### config.mk
export PLATFORM = sky130hd
export DESIGN_NAME = qb_pixel_loader
export DESIGN_NICKNAME = d
export VERILOG_FILES = /design/src/rtl/qb_pixel_loader.sv
export SDC_FILE = /design/constraint.sdc
export NUM_CORES = 1
export LEC_CHECK = 0
export ABC_AREA = 0
export CAP_MARGIN = 20
export CORE_UTILIZATION = 54
export CTS_CLUSTER_SIZE = 25
export DETAILED_ROUTE_END_ITERATION = 7
export GPL_ROUTABILITY_DRIVEN = 0
export GPL_TIMING_DRIVEN = 1
export PLACE_DENSITY_LB_ADDON = 0.25
export SYNTH_ARGS = -nofsm -noshare
export SYNTH_HDL_FRONTEND = slang
export SYNTH_SLANG_ARGS = --single-unit
### constraint.sdc
create_clock -name theClock -period 4.7 [get_ports theClock]
set_clock_uncertainty 0.05 [all_clocks]
set_input_delay 0.705 -clock theClock [delete_from_list [all_inputs] [get_ports theClock]]
set_output_delay 0.705 -clock theClock [all_outputs]
set_load 0.05 [all_outputs]
### src/rtl/qb_pixel_loader.sv
// Pixel upload sequencer: buffers SPI-triggered RGB pixels in a small FIFO and
// drains them into the shared image RAM through a req/ack handshake.
module qb_pixel_loader #(
  parameter int PIX_BITS   = 10,
  parameter int IMG_BITS   = 3,
  parameter int FIFO_DEPTH = 4
) (
  input  logic                         theClock,
  input  logic                         theReset,
  input  logic                         Load_start,
  input  logic                         Trigger,
  input  logic [7:0]                   Red,
  input  logic [7:0]                   Green,
  input  logic [7:0]                   Blue,
  input  logic [7:0]                   ImgNum,
  input  logic                         Mem_ack,
  output logic                         Mem_req,
  output logic [IMG_BITS+PIX_BITS-1:0] Mem_addr,
  output logic [23:0]                  Mem_wdata,
  output logic [PIX_BITS-1:0]          Pixel_count,
  output logic [7:0]                   Status
);
  localparam int AW = $clog2(FIFO_DEPTH);
  localparam logic [AW:0] DEPTH = FIFO_DEPTH[AW:0];

  typedef enum logic [1:0] {S_Idle, S_Req, S_Done} state_t;

  state_t              state, state_nxt;
  logic [IMG_BITS-1:0] img;
  logic [PIX_BITS-1:0] ptr;
  logic [23:0]         fifo_mem [FIFO_DEPTH];
  logic [AW-1:0]       wr_ptr, rd_ptr;
  logic [AW:0]         count;
  logic                overflow;
  logic                fifo_full, fifo_empty, push, pop, drop;
  logic                req_nxt, load_out;

  assign fifo_full  = (count == DEPTH);
  assign fifo_empty = (count == '0);

  // Load_start clears the FIFO first, so a coincident Trigger always fits.
  assign push = Trigger && (Load_start || (!fifo_full && state != S_Done));
  assign drop = Trigger && !Load_start && (fifo_full || state == S_Done);
  assign pop  = (state == S_Req) && Mem_ack && !Load_start;

  always_ff @(posedge theClock or posedge theReset) begin
    if (theReset) begin
      state     <= S_Idle;
      Mem_req   <= 1'b0;
      Mem_addr  <= '0;
      Mem_wdata <= '0;
      img       <= '0;
      ptr       <= '0;
      wr_ptr    <= '0;
      rd_ptr    <= '0;
      count     <= '0;
      overflow  <= 1'b0;
    end else begin
      state   <= state_nxt;
      Mem_req <= req_nxt;
      if (load_out) begin
        Mem_addr  <= {img, ptr};
        Mem_wdata <= fifo_mem[rd_ptr];
      end
      if (Load_start) begin
        img      <= ImgNum[IMG_BITS-1:0];
        ptr      <= '0;
        rd_ptr   <= '0;
        overflow <= 1'b0;
        wr_ptr   <= push ? AW'(1) : '0;
        count    <= push ? (AW+1)'(1) : '0;
      end else begin
        if (pop) begin
          ptr    <= ptr + 1'b1;
          rd_ptr <= rd_ptr + 1'b1;
        end
        if (push) wr_ptr <= wr_ptr + 1'b1;
        if (drop) overflow <= 1'b1;
        if (push && !pop)      count <= count + 1'b1;
        else if (pop && !push) count <= count - 1'b1;
      end
    end
  end

  always_ff @(posedge theClock) begin
    if (push) fifo_mem[Load_start ? '0 : wr_ptr] <= {Red, Green, Blue};
  end

  always_comb begin
    state_nxt = state;
    if (Load_start) state_nxt = S_Idle;
    else begin
      case (state)
        S_Idle:  if (!fifo_empty) state_nxt = S_Req;
        S_Req:   if (Mem_ack) state_nxt = (&ptr) ? S_Done : S_Idle;
        default: state_nxt = state;
      endcase
    end
  end

  // Request registers are captured only on the Idle->Req transition and then held.
  always_comb begin
    req_nxt  = (state_nxt == S_Req);
    load_out = (state == S_Idle) && (state_nxt == S_Req);
  end

  assign Pixel_count = ptr;
  assign Status = {4'b0000, fifo_full, overflow, state == S_Done,
                   (state == S_Req) || !fifo_empty};

endmodule

# Word-level counts from Yosys, hierarchy flattened

Memory sizes are Yosys's and may differ from the RTL's. A register that Yosys moved wholly into a read port is not among the register bits.
Index checks and enable logic that the tools add are counted.

Add/subtract/negate cells: 5
Equal/unequal tests: 5
Mux-type cells: 21
Reduce and logical (&&, ||, !) cells: 24

Operator list:

| cell                                                                  | count |
|---|---|
| 10-bit two-way mux                                                    | 2 |
| 2-bit two-way mux                                                     | 9 |
| 10-bit by 1-bit adder with 10-bit output, second input constant       | 1 |
| 10-bit AND reduction                                                  | 1 |
| 1-bit logical AND                                                     | 9 |
| 3-bit two-way mux                                                     | 3 |
| 1-bit two-way mux                                                     | 6 |
| 2-bit nonzero test                                                    | 3 |
| 1-bit logical NOT                                                     | 5 |
| 2-bit by 1-bit adder with 2-bit output, second input constant         | 2 |
| 2-bit by 1-bit equality test with 1-bit output, second input constant | 2 |
| 2-bit one-hot mux with 2 select lines                                 | 1 |
| 3-bit by 1-bit adder with 3-bit output, second input constant         | 1 |
| 3-bit equality test, second input constant                            | 1 |
| 3-bit logical NOT                                                     | 1 |
| 1-bit logical OR                                                      | 3 |
| 3-bit nonzero test                                                    | 1 |
| 3-bit by 1-bit subtractor with 3-bit output, second input constant    | 1 |
| 2-bit equality test, second input constant                            | 1 |
| 2-bit logical NOT                                                     | 1 |
| 2-bit inequality test, second input constant                          | 1 |

Register bits: 37
Bits in writable memories: 96
Input bits: 37
Output and inout port bits: 56
Word-level logic and storage cells: 65
Memories: 1

Memories:

| name     | words | bits a word | read ports | clocked after memory_dff | write ports | line | text |
|---|---|---|---|---|---|---|---|
| fifo_mem | 4     | 24          | 1          | 1                        | 1           | 31   | `logic [23:0] fifo_mem [FIFO_DEPTH];` |

# Depth between registers and ports, before layout

Word-level depth: 10
Depth in mapped cells: 8
Mapped depth without buffers: 8

# Worst setup path before layout

Ideal clock, no wire load.

Kind: input to register
Start: in Load_start
End: mem fifo_mem[1][0] (enable)
Setup time: 0.474 ns
Arrival: 3.735 ns
Required time: 4.176 ns
Path slack: 0.441 ns
Stages on the path: 3
Buffers on the path: 2
Path through: clkbuf_1 > buf_2 > nor4b_1

Cells in the longest elaborated chain, start to end: 4
Elaborated cells on any way between the ends: 5
Those cells by class: 3 x mux; 2 x reduce/logical

RTL lines:

| element                        | line | text |
|---|---|---|
| from (decl)                    | 10   | `input logic Load_start,` |
| 1-bit logical OR               | 42   | `assign push = Trigger && (Load_start \|\| (!fifo_full && state != S_Done));` |
| 1-bit logical AND              | 42   |  |
| 1-bit two-way mux (2 in a row) | 86   | `if (push) fifo_mem[Load_start ? '0 : wr_ptr] <= {Red, Green, Blue};` |
| to (decl)                      | 31   |  |

Parallel ways exist; a longest one is shown, timed or not.

# Final worst setup path

Start: reg count[0]
End: out Status[3]

Cells in the longest elaborated chain, start to end: 1

RTL lines:

| element                | line | text |
|---|---|---|
| from (decl)            | 33   | `logic [AW:0] count;` |
| from (signal assigned) | 71   | `count <= push ? (AW+1)'(1) : '0;` |
| from (signal assigned) | 79   | `if (push && !pop) count <= count + 1'b1;` |
| from (signal assigned) | 80   | `else if (pop && !push) count <= count - 1'b1;` |
| 3-bit equality test    | 38   | `assign fifo_full = (count == DEPTH);` |
| to (decl)              | 21   | `output logic [7:0] Status` |

No other way between the ends.

==> out/metrics.cfg <==
[logic_synthesis]
ys_types = 43
syn_inst = 339
synth_top_cell_area_share = 0.467
ys_top_cells_by_area = edfxtp_1 (47%), dfrtp_1 (25%), mux4_2 (8.8%), mux2_2 (7.1%), nor2_1 (1.2%)
synth-seq-cells = 157
yosysTopAreaCell = edfxtp_1
ys_seq_area_frac = 0.715
avgSynthCellArea_sq_um = 18.2
synthArstFlopShare = 0.389
synthesis.area_sq_mm = 0.00617
synth-edff-count = 96
ys_warn_count = 0
ys.flop_type = edfxtp_1

[drt]
drt_pass1_iterations = 4
first_iter_violations = 141
antenna_left = 0
drt-total-wl_microns = 10900
drc = 0
vias = 3206
wire_per_inst_microns = 18.7
via_per_inst = 5.51

[global_routing]
grt_pass1_wl_microns = 17300
grt_overflow = 0
antenna_found_initial = 0
grt_max_degree = 38
grt_pass1_vias = 3371
grt_use_total = 0.204

[final_layout]
layout.cells.non_filler = 582
area_delta_synth_final_pct = 24.5
drive_above_1_share = 0.242
fillerInstances = 692
multi_input_area_sq_mm = 0.00162
ff_latch_area_sq_mm = 0.00441
diodes = 0
final_net_count = 468

[timing]
clock.fmax_mhz = 349
slew_headroom = 0.403
fin_crit_sh = 0.610
report.final.slew_viol_count = 0
min_period_ns = 2.87
worst_pin_slew_ns = 0.896
tns_ns = 0
setup_viol = 0
rsz0062_at_grt = no
hold_viol = 0

[clocking]
htreeDepth = 4
cts_tree = built
cts_buffers = 17
post_cts_buffers = 0
path_clk_slew_ns = 0.06
clockBufferDepth = 2
cts.hold.buffers_added = 0
root_buffer = clkbuf_16
clk_latency_ns = 0.41
ctsResizeCount = 0
cts.sinks = 157

[setup_path]
crit_path_max_incr_delay_ns = 0.80
worstSetupStartpointType = flop
cp.required_ns = 3.94
critPathArrivalTime_ns = 2.11
path_buf_inv = 2
worstSetupEndpointType = output port
critPathTopFamily = buffers and inverters
cp-startpoint = count[0]
path_max_fanout = 4
cp_slowest_cell = clkdlybuf4s50_1
r2r-start = count[0]
path_class = flop to output port
crit_chain = or3b_4, inv_1, clkdlybuf4s50_1

[die]
fp.dieW_microns = 109
rows = 38
core_sq_mm = 0.0110
io_pins = 93
die_area_sq_mm = 0.0119
fp.dieH_microns = 109
start_util = 0.562

[power]
peakVddDrop_mv = 0.393
power.leakage_nw = 2.84
p_total_w = 0.00442
pwr_density_cell_mw_per_mm2 = 576

[flow_run]
maxCapViolations = 0

[place]
dpl.hpwl_microns = 6750
placement.io_buffers = 83
dp.cells = 550

[min_path]
hp-start = Mem_addr[6]
hp-class = flop to flop

[status]
outcome = finished, final reports clean

-- worst paths after layout --
| path | slack [ns] | to | cells after the start |
|---|---|---|---|
| max in group asynchronous | 3.01 | Pixel_count[1] | 3 |
| setup / recovery | 1.83 | Status[3] | 3 |
| setup reg to reg | 2.29 | count[2] | 8 |
| min in group asynchronous | 0.74 | Mem_wdata[0] | 2 |
| hold / removal | 0.44 | Mem_addr[6] | 1 |
| hold reg to reg | 0.44 | Mem_addr[6] | 1 |
-- where the power goes --
part | switching, W | total [W] | internal, W
Clock | 0.000528 | 0.00131 | 0.000781
Sequential | 0.000132 | 0.00180 | 0.00167
Combinational | 0.000784 | 0.00131 | 0.000527
-- Yosys cell counts (3+ instances only) --
cell      number
edfxtp_1      96
inv_1          7
a21oi_1        5
buf_2          3
xor2_1         5
dfrtp_1       61
nand2_1        7
clkbuf_1       6
mux2_1         3
mux4_2        24
nand4_1        3
xnor2_1        8
nand3_1        3
nor2_1        20
o21ai_0        5
buf_6          3
mux2_2        39
nor3_1         4
buf_4          9
-- state kept, by name, summed over array words and instances, names as in the netlist --
register,count
fifo_mem,96
overflow,1
count,3
Mem_addr,13
state,2
img,3
Mem_req,1
Pixel_count,10
Mem_wdata,24
wr_ptr,2
rd_ptr,2
-- worst register-to-register path: stages (launching register included) --
cell and delay, ns:
dfrtp_1 0.39, or3b_4 0.44, nand3_4 0.16, nor2_1 0.07, o21a_1 0.18, fa_1 0.37, and2_0 0.15, mux2i_1 0.14
mux2_2 0.34
-- cells in the final DEF, fill, tap and decap left out, drive strengths merged, types with 2 or more instances in the layout --
master,netlist,layout
edfxtp,96,96
clkdlybuf4s50,0,83
dfrtp,61,61
mux2,42,42
mux4,24,24
nor2,21,21
clkbuf,6,18
inv,7,9
xnor2,8,8
nand2,7,7
buf,16,7
clkinv,0,7
o21ai,6,6
xor2,5,5
a21oi,5,5
nor3,4,4
conb,1,4
nand3,4,4
nand4,3,3
clkinvlp,0,3
and3,2,2
nor2b,2,2
o21a,2,2
nor4b,2,2
bufinv,0,2
or3,2,2
-- final cells by class --
cell class	instances	area share
Inverter	7	0.00342
Sequential cell	157	0.574
Timing Repair Buffer	90	0.115
Clock inverter	14	0.0187
Clock buffer	18	0.0558
Multi-Input combinational cell	156	0.210
Tap cell	140	0.0228
-- routing by layer --
layer  track usage  wire, microns
met5             0              0
met4        0.0811            130
met3        0.0508            395
met2         0.327           5580
met1         0.269           4750
-- per-stage QoR --
stage	hold slack, ns	instance area (sq um)	worst slack [ns]	utilization
after floorplan	0.414	6180	0.441	-
after detailed placement	0.430	7110	1.63	0.648
after global placement	0.423	7110	1.69	0.648
final	0.442	7680	1.83	0.700
after global routing	0.476	7680	1.73	0.700
after CTS	0.444	7680	1.81	0.700
-- cells by family after synthesis --
family,synth area share
AOI/OAI and AO/OA,0.0128
and+or+nand+nor,0.0515
xor gates and xnor gates,0.0221
muxes,0.166
buffers and inverters,0.0274
other,0.000608
adders and majority gates,0.00527
DFF,0.715
Power figures use the tool's default switching activity.
